### config.mk
export PLATFORM = sky130hd
export DESIGN_NAME = incdec_seq
export DESIGN_NICKNAME = d
export VERILOG_FILES = /design/src/rtl/alu_pkg.sv /design/src/rtl/incdec_step.sv /design/src/rtl/incdec_seq.sv
export SDC_FILE = /design/constraint.sdc
export NUM_CORES = 1
export LEC_CHECK = 0
export ABC_AREA = 1
export CAP_MARGIN = 20
export CORE_UTILIZATION = 30
export CTS_BUF_LIST = sky130_fd_sc_hd__clkbuf_16
export DETAILED_ROUTE_END_ITERATION = 8
export GPL_TIMING_DRIVEN = 0
export PLACE_DENSITY = 0.61
export SETUP_SLACK_MARGIN = 0.3
export SLEW_MARGIN = 10
export SYNTH_ARGS = -nofsm -noshare
export SYNTH_HDL_FRONTEND = slang
export SYNTH_HIERARCHICAL = 1
export SYNTH_SLANG_ARGS = --single-unit
### constraint.sdc
create_clock -name clk -period 1.5 [get_ports clk]
set_input_delay 0.15 -clock clk [delete_from_list [all_inputs] [get_ports clk]]
set_output_delay 0.15 -clock clk [all_outputs]
set_load 0.05 [all_outputs]
### src/rtl/alu_pkg.sv
// rtl/alu_pkg.sv - shared widths, state encoding and direction constants for the ALU step stage
package alu_pkg;

    localparam int WIDTH = 8;
    localparam int CNT_W = 4;

    typedef enum logic [1:0] {
        S_IDLE = 2'd0,
        S_RUN  = 2'd1,
        S_DONE = 2'd2
    } state_e;

    localparam logic DIR_DEC = 1'b0;
    localparam logic DIR_INC = 1'b1;

endpackage

### src/rtl/incdec_step.sv
// rtl/incdec_step.sv - combinational +/-1 step unit with wrap detection
module incdec_step
    import alu_pkg::*;
#(
    parameter int W = WIDTH
) (
    input  logic [W-1:0] operand,
    input  logic         dir,
    output logic [W-1:0] result,
    output logic         wrap_out
);

    // Modulo step; wrap flags the all-ones increment or the zero decrement.
    always_comb begin
        if (dir == DIR_INC) begin
            result   = operand + W'(1);
            wrap_out = &operand;
        end else begin
            result   = operand - W'(1);
            wrap_out = ~|operand;
        end
    end

endmodule

### src/rtl/incdec_seq.sv
// rtl/incdec_seq.sv - multi-step count-up/count-down sequencer around incdec_step
module incdec_seq
    import alu_pkg::*;
#(
    parameter int WIDTH = alu_pkg::WIDTH,
    parameter int CNT_W = alu_pkg::CNT_W
) (
    input  logic             clk,
    input  logic             rst,
    input  logic             load,
    input  logic [WIDTH-1:0] load_val,
    input  logic             start,
    input  logic             dir,
    input  logic [CNT_W-1:0] steps,
    output logic [WIDTH-1:0] acc,
    output logic             busy,
    output logic             done,
    output logic             wrap
);

    state_e             state_q, state_d;
    logic [WIDTH-1:0]   acc_q, acc_d;
    logic [CNT_W-1:0]   rem_q, rem_d;
    logic               dir_q, dir_d;
    logic               wrap_q, wrap_d;

    logic [WIDTH-1:0]   step_result;
    logic               step_wrap;

    // The step unit always sees the live accumulator and the direction latched at start.
    incdec_step #(
        .W (WIDTH)
    ) u_step (
        .operand  (acc_q),
        .dir      (dir_q),
        .result   (step_result),
        .wrap_out (step_wrap)
    );

    // State register; reset abandons any run without a done pulse.
    always_ff @(posedge clk) begin
        if (rst) begin
            state_q <= S_IDLE;
        end else begin
            state_q <= state_d;
        end
    end

    // Next-state logic; load wins over start and start is dropped, not queued.
    always_comb begin
        state_d = state_q;
        case (state_q)
            S_IDLE: begin
                if (!load && start) begin
                    state_d = (steps != '0) ? S_RUN : S_DONE;
                end
            end
            S_RUN: begin
                if (rem_q == CNT_W'(1)) begin
                    state_d = S_DONE;
                end
            end
            S_DONE:  state_d = S_IDLE;
            default: state_d = S_IDLE;
        endcase
    end

    // Outputs decode directly from state so busy and done can never overlap.
    always_comb begin
        busy = (state_q == S_RUN);
        done = (state_q == S_DONE);
        acc  = acc_q;
        wrap = wrap_q;
    end

    // Datapath next values: load/start only act in IDLE, stepping only in RUN.
    always_comb begin
        acc_d  = acc_q;
        rem_d  = rem_q;
        dir_d  = dir_q;
        wrap_d = wrap_q;
        case (state_q)
            S_IDLE: begin
                if (load) begin
                    acc_d  = load_val;
                    wrap_d = 1'b0;
                end else if (start) begin
                    dir_d  = dir;
                    rem_d  = steps;
                    wrap_d = 1'b0;
                end
            end
            S_RUN: begin
                acc_d  = step_result;
                wrap_d = wrap_q | step_wrap;
                rem_d  = rem_q - CNT_W'(1);
            end
            default: ;
        endcase
    end

    // Datapath registers.
    always_ff @(posedge clk) begin
        if (rst) begin
            acc_q  <= '0;
            rem_q  <= '0;
            dir_q  <= DIR_DEC;
            wrap_q <= 1'b0;
        end else begin
            acc_q  <= acc_d;
            rem_q  <= rem_d;
            dir_q  <= dir_d;
            wrap_q <= wrap_d;
        end
    end

endmodule

==> summary.md <==
| Metric | Value |
|---|---|
| Crit. End Element | flip-flop |
| Maximum clock path buffer count | 2 |
| Std-Cell Rows | 22 |
| Synth warn | 6 |
| # setup viols final | 3 |
| Clock sink count | 16 |
| Max Clock Freq | 648.1 MHz |
| Crit-path slowest cell | dfxtp_4 |
| Drt via density | 4.634 |
| Max_cap viols | 0 |
| DR iter-0 viols | 44 |
| Clock power share | 0.286 |
| Design Area, Final | 1728 sq um |
| Setup Skew | 5.470 ps |
| Sequential share of the synthesized area | 0.2780 |
| GR Util All Layers | 0.1615 |
| Logic gate share of total power | 0.419 |
| Vias after detailed routing | 1177 |
| Initial core utilization | 0.3148 |
| Final setup margin | -43.08 ps |
| Die area | 4093 sq um |
| Initial antenna violation count | 0 |
| Fin. Hold Viols | 0 |
| Power Internal | 1161 uW |
| Drt first pass iters | 4 |
| Area Growth Syn to Fin | 49.95% |
| Core box area | 3661 sq um |
| Critical path launch point type | flip-flop |
| Largest net degree at the start of global routing | 11 |
| Critical path type | reg2reg |
| Failing checks | setup timing |
| Clk Tree Root Cell | clkbuf_16 |
| CP Data Arrival Time | 1680 ps |
| Yosys top cell area share | 0.2780 |
| Io pins | 28 |
| Final min period | 1543 ps |
| Crit-path cells | inv_8, fa_2, nand2_2, nand2_2, nand3b_1, nand2_1, nand2_1, nand2_1, o22ai_2, a21oi_1 |
| Die width | 63.98 um |
| Status | complete, but fails checks |
| Largest cells by area after synthesis | dfxtp_1 28%, nand2_1 14%, ha_1 8.7% |
| Share of power burned in registers | 0.294 |
| Worst Tran Pin Value | 321.0 ps |
| Number of flops mapped to enable cells by yosys | 0 |
| Layout cells sized above 1 | 0.2670 |
| # diodes | 0 |
| Die Height | 63.98 um |
| Fillers | 375 |
| Nets | 233 |
| Switching power | 680.3 uW |
| Slowest stage delay, CP | 380 ps |
| Cell variety after synth | 25 |
| Total Wirelength | 2976 um |
| Critical Path RT | 1630 ps |
| Routed len/inst | 11.72 um |
| Power Density | 1066 nW/um^2 |
| Residual DRC | 0 |
| Global route overflow | 0 |
| First-pass GRT wire length | 5168 um |
| Syn Nets | 200 |
| Ys flop type | dfxtp_1 |
| Post-synthesis cell area | 1152 sq um |
| GPL Wtd Cong | 0.7713 |
| Cts bufs inserted | 3 |
| Worst-Skew Late Latency | 250 ps |
| Seq cells post-synth | 16 |
| I/O Buffers | 27 |
| Htree depth | 1 |
| Switching Share | 0.3694 |
| Final HPWL DP | 2269 um |
| Most common cell in the synthesized netlist | nand2_1 |
| CTS tree | done |
| TNS Setup | -106.4 ps |
| ANT nets after route | 0 |
| Syn Inst Count | 174 |
| Worst VDD drop | 0.0004703 V |
| Post-synth top cells | 44 x nand2_1, 18 x inv_1, 17 x nor2_1 |
| HP Class | reg2reg |
| Syn_area_per_cell | 6.623 sq um |
| Fin crit share | 1.029 |
| Leakage power | 0.0007214 uW |
| Largest area contributor in the netlist | dfxtp_1 |
| Worst slack, placed | -423.4 ps |
| CP max FO | 7 |
| RSZ-0062 raised after global routing | true |
| Placement Cell Area | 1592 sq um |
| Relative slew slack | 0.7860 |
| Clk slew on worst S/H paths | 50 ps |
| Vias in the first global route | 1161 |
| Slew Viols, Final | 0 |
| Ys async rst share | 0 |
| Most frequent CP cell | nand2_1 |
-- path summary, 6_finish.rpt --
path,cells after the start,startpoint,slack [ps],endpoint
setup reg to reg,10,dir_q,-40,acc[6]
hold / removal,2,rem_q[3],480,rem_q[3]
hold reg to reg,2,rem_q[3],480,rem_q[3]
setup / recovery,10,dir_q,-40,acc[6]
-- worst max-delay path, delay by kind of cell (launching register included) --
family,cells,cell delay (ps)
and+or+nand+nor,6,420
DFF,1,380
adders and majority gates,1,360
AOI/OAI and AO/OA,2,190
buffers and inverters,1,60
-- cell families after synthesis --
| family | Yosys count | synth area share |
|---|---|---|
| AO/OA/AOI/OAI | 40 | 0.1867 |
| XOR/XNOR | 3 | 0.02281 |
| adder cells (fa/ha/maj) | 9 | 0.1042 |
| buffers and inverters | 22 | 0.08469 |
| flip-flops | 16 | 0.2780 |
| AND/OR/NAND/NOR | 84 | 0.3236 |
-- area by class of cell --
type	instances	area [sq um]	area share
sequential	16	355.3	0.2056
clock buffer	3	75.07	0.04345
inverter	20	85.08	0.04924
timing repair buffer	28	287.8	0.1665
tap	48	60.06	0.03476
multi-input combinational	136	838.3	0.4852
buffer	2	22.52	0.01303
clock inverter	1	3.754	0.002172
-- power groups by stage --
stage               clock network [uW]  logic [uW]  registers [uW]
floorplan                            0         456             625
finish                             527         772             542
detailed placement                   0         734             549
global route                       562         860             552
global placement                     0         732             548
CTS                                541         740             543
-- through the flow --
stage | cells | util | hold slack, ps | power, uW
floorplan | 174 | - | 219.1 | 1080
global placement | 249 | 0.4347 | 471.6 | 1280
detailed placement | 249 | 0.4347 | 473.7 | 1284
CTS | 253 | 0.4621 | 487.8 | 1824
global route | 254 | 0.4720 | 514.4 | 1975
finish | 254 | 0.4720 | 483.4 | 1842
-- state kept, by name, indices dropped and copies added, names as in the netlist --
register and count:
rem_q 4, wrap 1, state_q 2, dir_q 1, acc 8
-- repair_timing --
item / in CTS / in global routing
setup endpoints to repair: 22 / 16
gates resized for setup: 45 / 8
hold buffers: 0 / 0
hold endpoints to repair: 0 / 0
pin swaps: 12 / 11
buffers inserted: 0 / 1
-- placed cells by master, fill, tap and decap left out, drive strengths merged --
cell type / synthesis / layout
dfxtp: 16 / 16
xnor2: 2 / 2
nor2: 19 / 19
or2: 2 / 2
nand4: 1 / 1
inv: 20 / 20
nor3: 1 / 1
clkdlybuf4s15: 0 / 9
nand3b: 2 / 2
buf: 2 / 5
clkinv: 0 / 1
ha: 8 / 8
xor2: 1 / 1
a21oi: 16 / 16
clkdlybuf4s50: 0 / 16
o22ai: 9 / 9
clkbuf: 0 / 3
fa: 1 / 1
nand2: 48 / 48
o21ai: 15 / 15
nand3: 11 / 11
-- layer usage --
layer	global-route usage	up-vias	wire, um
li1	-	641	-
met2	0.2819	22	1400
met1	0.2030	512	1460
met3	0.03214	2	87
met5	0	-	0
met4	0.03409	0	27
Power figures use the tool's default switching activity.
